<file path="config.mk">
export PLATFORM = sky130hd
export DESIGN_NAME = maxnet_loader
export DESIGN_NICKNAME = d
export VERILOG_FILES = /design/src/rtl/maxnet_loader.sv
export SDC_FILE = /design/constraint.sdc
export NUM_CORES = 1
export LEC_CHECK = 0
export ABC_AREA = 1
export CAP_MARGIN = 20
export CORE_UTILIZATION = 40
export CTS_CLUSTER_SIZE = 16
export DETAILED_ROUTE_END_ITERATION = 12
export DONT_BUFFER_PORTS = 1
export SETUP_SLACK_MARGIN = 0.4
export SLEW_MARGIN = 0
export SYNTH_ARGS = -nofsm -noshare
export SYNTH_HDL_FRONTEND = slang
export SYNTH_SLANG_ARGS = --single-unit
</file>
<file path="constraint.sdc">
create_clock -name clk -period 10.4 [get_ports clk]
set_clock_uncertainty 0.2 [all_clocks]
set_input_delay 2.08 -clock clk [delete_from_list [all_inputs] [get_ports clk]]
set_output_delay 2.08 -clock clk [all_outputs]
set_load 0.02 [all_outputs]
</file>
<file path="src/rtl/maxnet_loader.sv">
// Loader front-end for the Maxnet core: collects eps, a1..a4 over a stream,
// runs the core with a finish timeout and returns the result over a handshake.
module maxnet_loader #(
  parameter int TIMEOUT = 255
) (
  input  logic        clk,
  input  logic        rst,
  input  logic        in_valid,
  input  logic [31:0] in_data,
  output logic        in_ready,
  output logic        mx_start,
  output logic [31:0] mx_eps,
  output logic [31:0] mx_a1,
  output logic [31:0] mx_a2,
  output logic [31:0] mx_a3,
  output logic [31:0] mx_a4,
  input  logic        mx_finish,
  input  logic [31:0] mx_out,
  output logic        res_valid,
  output logic [31:0] res_data,
  input  logic        res_ready,
  output logic        res_timeout,
  output logic        res_nan,
  output logic        busy
);

  localparam logic [15:0] TMO = 16'(TIMEOUT);

  typedef enum logic [1:0] {LOAD, START, WAIT, RESULT} state_t;

  state_t      state, state_nxt;
  logic [2:0]  cnt;
  logic [15:0] to_cnt;
  logic        seen_low;
  logic        accept, done, expire, word_nan;

  assign accept   = (state == LOAD) && in_valid;
  assign done     = mx_finish && seen_low;
  assign expire   = (to_cnt + 16'd1) == TMO;
  assign word_nan = (in_data[30:23] == 8'hFF) && (in_data[22:0] != 23'd0);

  always_ff @(posedge clk or posedge rst) begin
    if (rst) state <= LOAD;
    else     state <= state_nxt;
  end

  always_comb begin
    state_nxt = state;
    case (state)
      LOAD:    if (accept && cnt == 3'd4) state_nxt = START;
      START:   state_nxt = WAIT;
      WAIT:    if (done || expire) state_nxt = RESULT;
      RESULT:  if (res_ready) state_nxt = LOAD;
      default: state_nxt = LOAD;
    endcase
  end

  // Status outputs are registered from the next state so they change on the
  // same edge that enters the corresponding state.
  always_ff @(posedge clk or posedge rst) begin
    if (rst) begin
      in_ready  <= 1'b1;
      mx_start  <= 1'b0;
      res_valid <= 1'b0;
      busy      <= 1'b0;
    end else begin
      in_ready  <= (state_nxt == LOAD);
      mx_start  <= (state_nxt == START);
      res_valid <= (state_nxt == RESULT);
      busy      <= (state_nxt != LOAD);
    end
  end

  always_ff @(posedge clk or posedge rst) begin
    if (rst) begin
      cnt     <= 3'd0;
      mx_eps  <= 32'd0;
      mx_a1   <= 32'd0;
      mx_a2   <= 32'd0;
      mx_a3   <= 32'd0;
      mx_a4   <= 32'd0;
      res_nan <= 1'b0;
    end else if (accept) begin
      case (cnt)
        3'd0:    mx_eps <= in_data;
        3'd1:    mx_a1  <= in_data;
        3'd2:    mx_a2  <= in_data;
        3'd3:    mx_a3  <= in_data;
        3'd4:    mx_a4  <= in_data;
        default: ;
      endcase
      cnt     <= (cnt == 3'd4) ? 3'd0 : cnt + 3'd1;
      res_nan <= (cnt == 3'd0) ? word_nan : (res_nan | word_nan);
    end
  end

  // A finish only counts after a low sample, so a level left over from the
  // previous run cannot complete this one; completion beats timeout.
  always_ff @(posedge clk or posedge rst) begin
    if (rst) begin
      to_cnt      <= 16'd0;
      seen_low    <= 1'b0;
      res_data    <= 32'd0;
      res_timeout <= 1'b0;
    end else begin
      case (state)
        START: begin
          to_cnt   <= 16'd0;
          seen_low <= 1'b0;
        end
        WAIT: begin
          seen_low <= seen_low | ~mx_finish;
          if (done) begin
            res_data    <= mx_out;
            res_timeout <= 1'b0;
          end else begin
            to_cnt <= to_cnt + 16'd1;
            if (expire) begin
              res_data    <= 32'd0;
              res_timeout <= 1'b1;
            end
          end
        end
        default: ;
      endcase
    end
  end

endmodule

</file>
# Yosys cells after proc, flatten, opt, wreduce, memory -nomap -nowiden
# Cells that the tools add are included.
dict set report totals {
  reg_bits 220
  inputBits 69
  output_inout_bits 198
}
dict set report op_classes {
  addsub 2
  eq_ne 12
  n_mux 13
  n_bitwise 3
  reduce_logical 19
}
# cell n
set op_table {}
lappend op_table {{$mux W32} 2}
lappend op_table {{$pmux W16 S2} 1}
lappend op_table {{$reduce_bool A23 Y1} 1}
lappend op_table {{$add A16 B1 Y16 const B} 1}
lappend op_table {{$eq A16 B8 Y1 const B} 1}
lappend op_table {{$mux W16} 1}
lappend op_table {{$reduce_and A2 Y1} 7}
lappend op_table {{$eq A8 B8 Y1 const B} 1}
lappend op_table {{$pmux W2 S4} 1}
lappend op_table {{$eq A2 B2 Y1 const B} 3}
lappend op_table {{$eq A3 B2 Y1 const B} 2}
lappend op_table {{$mux W2} 3}
lappend op_table {{$reduce_bool A2 Y1} 3}
lappend op_table {{$eq A2 B1 Y1 const B} 2}
lappend op_table {{$logic_and A1 B1 Y1} 4}
lappend op_table {{$logic_not A2 Y1} 2}
lappend op_table {{$add A3 B1 Y3 const B} 1}
lappend op_table {{$eq A3 B1 Y1 const B} 1}
lappend op_table {{$eq A3 B3 Y1 const B} 1}
lappend op_table {{$logic_not A3 Y1} 1}
lappend op_table {{$mux W1} 3}
lappend op_table {{$mux W3} 1}
lappend op_table {{$ne A2 B2 Y1 const B} 1}
lappend op_table {{$or A1 B1 Y1} 2}
lappend op_table {{other kinds (3)} 3}

# Longest topological paths before layout
# Gate-level depths: netlist of run 1.
dict set report depth {
  word_depth 6
  ltp_mapped 13
  ltp_nobuf 13
}

# Least setup slack after synthesis of run 1
# OpenSTA, ideal clock, no wires.
dict set report synth_timing {
  path_kind {input to register}
  start {input mx_finish}
  end {register to_cnt[12]}
  setup_time_ps 131
  arrival_time_ps 3097
  path_slack_ps 6973
  path_stages 7
  path_cell_list {nand2_1 -> clkinv_1 -> nor2_1 -> inv_1 -> o21ai_1 -> clkbuf_1 -> o22ai_1}
}
dict set report synth_via {
  elab_chain_len 3
}
# item line
set synth_lines {}
lappend synth_lines {{start, declared} 17} ;# input logic mx_finish,
lappend synth_lines {{$logic_and A1 B1 Y1} 38} ;# assign done = mx_finish && seen_low;
lappend synth_lines {{$ne A2 B2 Y1 (no line)} --}
lappend synth_lines {{$reduce_and A2 Y1 (no line)} --}
lappend synth_lines {{end signal, assigned} 117} ;# to_cnt <= to_cnt + 16'd1;
lappend synth_lines {{end, declared} 33} ;# logic [15:0] to_cnt;
# No other way between the ends.
# A chain may end at the register's enable or synchronous reset.

# Final worst setup path of run 1
dict set report layout_timing {
  start {input mx_finish}
  end {register to_cnt[3]}
}
# The elaborated chain is that of the path after synthesis.

==> results.py, run 1 <==
metrics = {
    "layout": {
        "nets": 990,
        "areaGrowthSynthToFinish_pct": 13.0,
        "nFillCells": 1971,
        "final_common_cell": "nand2_1",
        "mostFrequentLayoutCells": "254 x nand2_1, 219 x dfrtp_1, 177 x o21ai_0, 77 x nand3_1, 64 x inv_1",
        "drive_above_1_share_pct": 7.23,
        "diodes": 0,
        "fin_cells": 1202,
    },
    "die": {
        "die_area_mm2": 0.0223,
        "start_util_pct": 41.1,
        "io_pins": 267,
        "core.rowCount": 53,
        "die_height_um": 149,
        "die_x_um": 149,
        "core_area_mm2": 0.0212,
    },
    "placement": {
        "numPortBuffers": 0,
        "dpl.hpwl_mm": 14.6,
        "place_congestion": 0.791,
        "placedCellCount": 1155,
    },
    "clock_tree": {
        "clkTransAtPathRegs_ps": 60,
        "clockRootBuffer": "clkbuf_16",
        "cts_resized": 0,
        "htree_levels": 1,
        "clockBufferDepth": 3,
        "cts_setup_buffers": 0,
        "clk_latency_ps": 510,
        "cts_tree": "built",
        "cts_buffers": 24,
        "clkSinkCount": 220,
        "postCtsHoldBufs": 0,
    },
    "critical_path": {
        "end_kind": "register",
        "reg2reg_slack_ps": 7340,
        "worst_r2r_path_depth": 9,
        "critPathKind": "in2reg",
        "reg2reg_from": "state[0]",
        "r2r_end": "to_cnt[3]",
        "cp.required_ps": 10580,
        "cp-start-kind": "input port",
        "cp_max_fo": 15,
        "crit_arrival_ps": 3670,
    },
    "power": {
        "leakage_uw": 0.00478,
        "power.density_mw_per_mm2": 337,
        "vdd_drop_max_mv": 0.176,
    },
    "timing": {
        "slew-limit-headroom_pct": 39.9,
        "period_needed_ps": 3490,
        "fmax_ghz": 0.287,
        "rsz0062_at_grt": "false",
        "slew_viol_final": 0,
        "fin_setup_tns_ps": 0,
        "finalCritPeriodShare_pct": 33.5,
        "tightest_slew_ps": 902,
        "hold_violations": 0,
        "finalSetupViolCount": 0,
    },
    "synthesis": {
        "ys_seq_elements": 220,
        "syn_nets": 1000,
        "synth-seq-area-share_pct": 63.3,
        "netlist_area_mm2": 0.00870,
        "synthCells": 919,
        "yosysUniqueCellTypes": 29,
        "yosys_warnings": 0,
        "avgSynthCellArea_um2": 9.47,
    },
    "detailed_routing": {
        "vias": 6231,
        "viasPerCell": 5.18,
        "dr.pass1.iters": 5,
        "final_antenna_net_count": 0,
        "wl_per_cell_um": 18.4,
        "drc_errors": 0,
        "drt-total-wl_mm": 22.1,
        "drt_iter0_drc": 315,
    },
    "global_route": {
        "grt_first_pass_wirelength_mm": 34.6,
        "grt_max_degree": 98,
        "groute.usage.overall_pct": 19.7,
        "gr-total-overflow": 0,
        "grt_pass1_vias": 6074,
        "antenna_found_initial": 0,
    },
    "run": {
        "cap_violations": 0,
    },
    "worst_hold_path": {
        "hold_class": "reg2reg",
        "worstHoldEndpoint": "seen_low",
        "min_from": "seen_low",
        "min_path_cells": 2,
    },
    "outcome": {
        "outcome": "completed",
    },
}
==> cell type report <==
type	instances	area, µm²	share of cell area [%]
clock buffers	38	754	7.67
well taps	275	344	3.50
inverters	68	263	2.67
clock inverters	6	105	1.07
multi-input cells	584	2760	28.0
repair buffers	11	103	1.04
flip-flops and latches	220	5510	56.0
==> report_power, final <==
group	switching [µW]	total [µW]	internal, µW
clock	338	907	570
combinational	338	534	196
sequential	680	1880	1200
==> metal layers <==
layer / track usage [%] / part of all wire [%]
met1: 25.8 / 42
met2: 30.3 / 45
met3: 7.26 / 10
met4: 6.07 / 2.3
met5: 0 / 0
==> through the flow <==
| stage | area [µm²] | hold slack (ps) | utilization [%] | total power [µW] | setup slack, ps |
|---|---|---|---|---|---|
| final | 9830 | 344 | 46.5 | 3320 | 6910 |
| after global routing | 9830 | 359 | 46.5 | 3520 | 6720 |
| after CTS | 9790 | 339 | 46.3 | 3350 | 6570 |
| after detailed placement | 8930 | 326 | 42.2 | 2430 | 6010 |
| after global placement | 8930 | 331 | 42.2 | 2400 | 6190 |
| after floorplan | 8700 | 291 | - | 2210 | 2100 |
==> critical path, cell delays in order <==
cell	delay [ps]
nand2_1	50
clkinv_1	80
nor2_1	650
inv_1	290
o21ai_1	180
buf_4	230
o21ai_0	110
==> registers in the layout, summed over array words and instances (netlist names) <==
signal and cells:
res_data 32, to_cnt 16, mx_a3 32, res_nan 1, cnt 3, mx_eps 32
mx_a2 32, mx_a1 32, in_ready 1, seen_low 1, busy 1, res_timeout 1
res_valid 1, state 2, mx_start 1, mx_a4 32
==> worst max-delay path by stage <==
stage	start	end	slack, ps	depth (start not counted)
after global routing	mx_finish	to_cnt[0]	6720	7
after detailed placement	mx_finish	to_cnt[11]	6010	6
after global placement	mx_finish	to_cnt[6]	6190	6
after floorplan	rst	busy	2100	1
final	mx_finish	to_cnt[3]	6910	7
after CTS	mx_finish	to_cnt[3]	6570	6
==> cell usage after synthesis (all sizes together) <==
| library cell | n | area (µm²) |
|---|---|---|
| nand3 | 82 | 420 |
| o22ai | 5 | 31.3 |
| nand4 | 9 | 56.3 |
| buf | 6 | 46.3 |
| nor3 | 2 | 10.0 |
| inv | 67 | 251 |
| xor2 | 2 | 17.5 |
| dfrtp | 219 | 5480 |
| a21oi | 7 | 35.0 |
| clkbuf | 41 | 154 |
| dfstp | 1 | 26.3 |
| nor2 | 23 | 104 |
| xnor2 | 1 | 8.76 |
| nand2 | 257 | 975 |
| a211oi | 1 | 7.51 |
| nor4 | 4 | 25.0 |
| o21ai | 178 | 891 |
| clkinv | 1 | 3.75 |
| ha | 12 | 150 |
| a41oi | 1 | 8.76 |
==> cells by family after synthesis <==
kind of cell	count (synthesis)	share of synthesized area, %
adder cells (fa/ha/maj)	12	1.73
AND/OR/NAND/NOR	377	18.3
buffers and inverters	115	5.23
XOR/XNOR	3	0.302
AO/OA/AOI/OAI	192	11.2
flip-flops	220	63.3
No activity file was read; power rests on OpenSTA's default activity.
==> inputs of run 2 (changes only) <==
==> constraint.sdc (replaced) <==
create_clock -name clk -period 3.03 [get_ports clk]
set_clock_uncertainty 0.2 [all_clocks]
set_input_delay 0.606 -clock clk [delete_from_list [all_inputs] [get_ports clk]]
set_output_delay 0.606 -clock clk [all_outputs]
set_load 0.02 [all_outputs]
==> run 2 against run 1 <==
Effect of this change: critical path depth did not move; largest power group unchanged; clock power grew to 3.4 times the previous value; sequential cell count stayed put; first-iteration DRC count shrank 14%; combinational power increased to 3.5 times the previous value; die area did not move; highest routed layer unchanged; global-route usage shrank 0.21 points; count of clock-buffer cells in the layout fell by 1; cell count increased by 0.50%; register-to-register slack got worse by 6700 ps; largest cell class unchanged; cell area rose by 0.88%.
==> results.py, run 2 (same netlist as run 1, synthesis figures left out) <==
metrics = {
    "outcome": {
        "outcome": "completed",
    },
    "layout": {
        "multi_input_area_mm2": 0.00278,
        "fin_cells": 1208,
        "fin_util_pct": 46.9,
        "nFillCells": 1978,
        "areaGrowthSynthToFinish_pct": 14.0,
        "finalInstanceArea_mm2": 0.00992,
        "drive_above_1_share_pct": 7.61,
        "mostFrequentLayoutCells": "254 x nand2_1, 219 x dfrtp_1, 177 x o21ai_0, 77 x nand3_1, 64 x inv_1",
        "ff_latch_area_mm2": 0.00551,
        "nets": 995,
        "diodes": 0,
        "final_common_cell": "nand2_1",
    },
    "clock_tree": {
        "htree_levels": 1,
        "clockRootBuffer": "clkbuf_16",
        "clockBufferDepth": 3,
        "cts_setup_buffers": 0,
        "clkTransAtPathRegs_ps": 60,
        "clkSinkCount": 220,
        "cts_tree": "built",
        "clk_latency_ps": 530,
        "cts_buffers": 25,
    },
    "timing": {
        "tightest_slew_ps": 714,
        "hold_violations": 0,
        "finalSetupViolCount": 0,
        "finalCritPeriodShare_pct": 79.7,
        "fin_setup_tns_ps": 0,
        "period_needed_ps": 2420,
        "setup_slack_ps": 614,
        "rsz0062_at_grt": "false",
        "slew_viol_final": 0,
        "fmax_ghz": 0.414,
        "slew-limit-headroom_pct": 51.9,
    },
    "power": {
        "power.density_mw_per_mm2": 1150,
        "leakage_uw": 0.00481,
        "vdd_drop_max_mv": 0.674,
    },
    "critical_path": {
        "cp_max_fo": 33,
        "worst_r2r_path_depth": 7,
        "critPathKind": "reg2reg",
        "critPathMaxStageDelay_ps": 410,
        "critPathTopFamily": "buffers and inverters",
        "crit_arrival_ps": 2620,
        "crit_chain": "inv_1, ha_1, buf_4, nand2_1, buf_4, nand3_1, nand2_1",
        "path_buf_inv": 3,
        "reg2reg_slack_ps": 610,
        "slowest_stage": "dfrtp_1",
        "cp.required_ps": 3230,
        "worstSetupPathDepth": 7,
        "end_kind": "register",
        "cp-start-kind": "register",
    },
    "detailed_routing": {
        "dr.pass1.iters": 4,
        "drc_errors": 0,
        "final_antenna_net_count": 0,
        "viasPerCell": 5.17,
        "drt-total-wl_mm": 21.9,
        "wl_per_cell_um": 18.1,
        "vias": 6247,
        "drt_iter0_drc": 270,
    },
    "global_route": {
        "groute.usage.overall_pct": 19.5,
        "gr-total-overflow": 0,
        "grt_first_pass_wirelength_mm": 34.1,
        "grt_pass1_vias": 6033,
        "antenna_found_initial": 0,
        "grt_max_degree": 104,
    },
    "placement": {
        "numPortBuffers": 0,
        "dp_slack_ps": 550,
        "place_congestion": 0.824,
        "placedCellCount": 1161,
        "post_dp_cell_area_mm2": 0.00903,
        "dpl.hpwl_mm": 15.0,
    },
    "worst_hold_path": {
        "hold_class": "in2reg",
        "min_path_cells": 2,
    },
    "run": {
        "cap_violations": 0,
    },
    "die": {
        "die_height_um": 149,
        "core.rowCount": 53,
        "die_x_um": 149,
        "die_area_mm2": 0.0223,
        "core_area_mm2": 0.0212,
        "start_util_pct": 41.1,
        "io_pins": 267,
    },
}
run 2: timing repair:
item | CTS | global route
setup endpoints to repair | 0 | 20
hold buffers | 1 | 0
gates resized for setup | 0 | 3
endpoints found under the hold margin | 120 | 0
run 2: area by class of cell:
cell class,instances,share of cell area [%]
multi-input cells,584,28.0
clock inverters,9,1.24
well taps,275,3.47
flip-flops and latches,220,55.5
inverters,68,2.61
clock buffers,37,7.37
repair buffers,15,1.79
run 2: metrics by stage:
step / total power (µW) / hold slack (ps)
CTS: 11500 / 9.75
detailed placement: 8410 / 318
global route: 12100 / 10.5
finish: 11400 / 25.6
global placement: 8310 / 312
floorplan: 7590 / 291
run 2: worst register-to-register path, stage by stage (launching register included):
cell and delay (ps):
dfrtp_1 410, inv_1 140, ha_1 250, buf_4 360
nand2_1 420, buf_4 340, nand3_1 120, nand2_1 60
run 2: worst paths after layout:
check	to	start
worst min register to register	seen_low	seen_low
max in group asynchronous	mx_eps[5]	rst
min in group asynchronous	res_data[14]	rst
worst min-delay path	res_data[4]	mx_out[4]
worst max-delay path	res_data[27]	state[0]
worst max register to register	res_data[27]	state[0]
run 2: power breakdown:
part | internal, µW | leakage (µW) | switching [µW]
combinational | 700 | 0.00155 | 1180
clock | 1860 | 0.000419 | 1220
sequential | 4100 | 0.00284 | 2340
run 2: layer usage:
layer	GRT usage (%)	vias up	share of wire, %
met4	6.12	0	2.8
met3	7.59	41	10
li1	-	3002	-
met1	24.2	2988	40
met2	31.2	216	47
met5	0	-	0
==> inputs of run 3 (changes only) <==
==> constraint.sdc (replaced) <==
create_clock -name clk -period 2 [get_ports clk]
set_clock_uncertainty 0.2 [all_clocks]
set_input_delay 0.4 -clock clk [delete_from_list [all_inputs] [get_ports clk]]
set_output_delay 0.4 -clock clk [all_outputs]
set_load 0.02 [all_outputs]
==> run 3 against run 2 <==
Effect of this change: the run now ends with negative setup slack left; highest routed layer unchanged; maximum frequency grew 11%; utilization grew 24 points; sequential power grew 69%; total power grew 96%.
==> results.py, run 3 (same netlist as run 1, synthesis figures left out) <==
metrics = {
    "outcome": {
        "outcome": "complete, but fails checks",
        "violations": "negative setup slack",
    },
    "die": {
        "die_height_um": 149,
        "core.rowCount": 53,
        "start_util_pct": 41.1,
        "io_pins": 267,
        "core_area_mm2": 0.0212,
        "die_x_um": 149,
        "die_area_mm2": 0.0223,
    },
    "layout": {
        "drive_above_1_share_pct": 64.8,
        "nets": 1196,
        "nFillCells": 1290,
        "mostFrequentLayoutCells": "184 x dfrtp_2, 111 x o21ai_2, 104 x nand2_4, 88 x nand2_1, 68 x dlygate4sd3_1",
        "final_common_cell": "dfrtp_2",
        "diodes": 0,
        "fin_cells": 1407,
        "areaGrowthSynthToFinish_pct": 73.3,
    },
    "detailed_routing": {
        "dr.pass1.iters": 5,
        "vias": 8112,
        "final_antenna_net_count": 0,
        "drc_errors": 0,
        "drt-total-wl_mm": 37.5,
        "drt_iter0_drc": 424,
        "wl_per_cell_um": 26.6,
        "viasPerCell": 5.77,
    },
    "power": {
        "netSwitchingPower_uw": 9770,
        "p_comb_share_pct": 31.1,
        "vdd_drop_max_mv": 0.938,
        "leakage_uw": 0.00653,
        "power.density_mw_per_mm2": 1480,
        "power.internal_uw": 12600,
        "swShare_pct": 43.7,
        "clkPwrFrac_pct": 20.2,
        "power_uw": 22400,
        "seq_power_share_pct": 48.7,
    },
    "timing": {
        "setup_slack_ps": -182,
        "tightest_slew_ps": 898,
        "rsz0062_at_grt": "true",
        "fmax_ghz": 0.458,
        "slew_viol_final": 0,
        "fin_worst_hold_slack_ps": 20.3,
        "finalCritPeriodShare_pct": 109,
        "finalSetupViolCount": 45,
        "slew-limit-headroom_pct": 39.6,
        "hold_violations": 0,
        "period_needed_ps": 2180,
    },
    "critical_path": {
        "r2r_end": "res_data[11]",
        "crit_arrival_ps": 2380,
        "critPathKind": "reg2reg",
        "critPathMaxStageDelay_ps": 420,
        "end_kind": "register",
        "reg2reg_from": "to_cnt[0]",
        "worst_path_most_repeated_cell": "nand2_1",
        "worst_r2r_path_depth": 13,
        "reg2reg_slack_ps": -180,
        "cp-start-kind": "register",
        "cp_max_fo": 8,
        "slowest_stage": "dfrtp_1",
        "crit_chain": "ha_4, nand3_4, nor2_4, nand2_2, nand2_1, nand2_2, nor2_1, nand2_1, nor2_4, nand2_4, clkbuf_16, nand3_2, nand2_1",
        "cp.required_ps": 2190,
    },
    "worst_hold_path": {
        "hold_class": "in2reg",
        "min_from": "in_data[4]",
        "worstHoldEndpoint": "mx_a1[4]",
        "min_path_cells": 3,
    },
    "clock_tree": {
        "htree_levels": 1,
        "clk_latency_ps": 530,
        "cts_buffers": 24,
        "clkSinkCount": 220,
        "cts_tree": "built",
        "clockRootBuffer": "clkbuf_16",
        "clockBufferDepth": 3,
        "clkTransAtPathRegs_ps": 70,
    },
    "global_route": {
        "grt_first_pass_wirelength_mm": 49.7,
        "grt_pass1_vias": 8209,
        "gr-total-overflow": 0,
        "antenna_found_initial": 0,
        "groute.usage.overall_pct": 29.8,
        "grt_max_degree": 40,
    },
    "placement": {
        "dp_slack_ps": -191,
        "numPortBuffers": 0,
        "dpl.hpwl_mm": 16.0,
        "placedCellCount": 1197,
        "place_congestion": 0.767,
    },
    "run": {
        "cap_violations": 0,
    },
}
## run 3: cell count changes in the layout (fill, tap and decap cells not counted), sizes merged, moves of 2 or more
| cell | change |
|---|---|
| clkbuf | +2 |
| inv | -2 |
| clkinv | +2 |
| buf | +128 |
| dlygate4sd3 | +67 |
## run 3: worst max-delay path, delay by kind of cell, from the launching register on
kind	cells	cell delay (ps)
fa+ha+maj	1	170
buf+inv	1	190
flops	1	420
simple gates	11	1050
## run 3: repair_timing
item / 4_1_cts / 5_1_grt
pin swaps: 19 / 22
hold buffers: 68 / 0
gates cloned: 44 / 5
hold endpoints to repair: 197 / 0
setup endpoints to repair: 323 / 402
buffers inserted: 42 / 8
resized for setup: 453 / 430
## run 3: worst max path at each step
stage / depth (start not counted) / endpoint / startpoint / slack [ps]
2_1_floorplan: 1 / busy / rst / -1470
3_3_place_gp: 13 / res_data[27] / to_cnt[1] / -140
3_5_place_dp: 13 / res_data[23] / to_cnt[1] / -190
4_1_cts: 13 / res_data[9] / to_cnt[1] / -90
5_1_grt: 13 / res_data[12] / to_cnt[0] / -280
6_report: 13 / res_data[11] / to_cnt[0] / -180
## run 3: power by group through the flow
stage                     Clock, µW  Combinational (µW)  Sequential (µW)
final                          4530                6960            10900
after global routing           4740                7440            11000
after CTS                      4460                5400            10100
after detailed placement          0                3290             9860
after global placement            0                3120             9850
after floorplan                   0                2500             9320
## run 3: cell type report
type	instances	area, µm²	area share [%]
timing repair buffer	215	3310	22.0
sequential	220	5740	38.0
clock buffer	35	702	4.66
tap	275	344	2.28
multi-input combinational	586	4620	30.6
clock inverter	8	82.6	0.548
inverter	68	282	1.87
## run 3: through the flow
| step | setup TNS, ps | util [%] | instance area [µm²] |
|---|---|---|---|
| after floorplan | -322230 | - | 9030 |
| after global placement | -3760 | 45.6 | 9640 |
| after detailed placement | -5310 | 45.6 | 9640 |
| after CTS | -2540 | 64.5 | 13600 |
| after global routing | -12690 | 71.3 | 15100 |
| final | -5540 | 71.3 | 15100 |
## run 3: per-layer routing
metal | part of all wire (%) | up-vias | routed length, µm | global-route usage [%]
met2 | 49 | 478 | 18300 | 48.6
met3 | 10 | 152 | 3870 | 8.96
met1 | 35 | 4036 | 13100 | 36.1
li1 | - | 3446 | - | -
met5 | 0 | - | 0 | 0
met4 | 5.8 | 0 | 2170 | 14.1
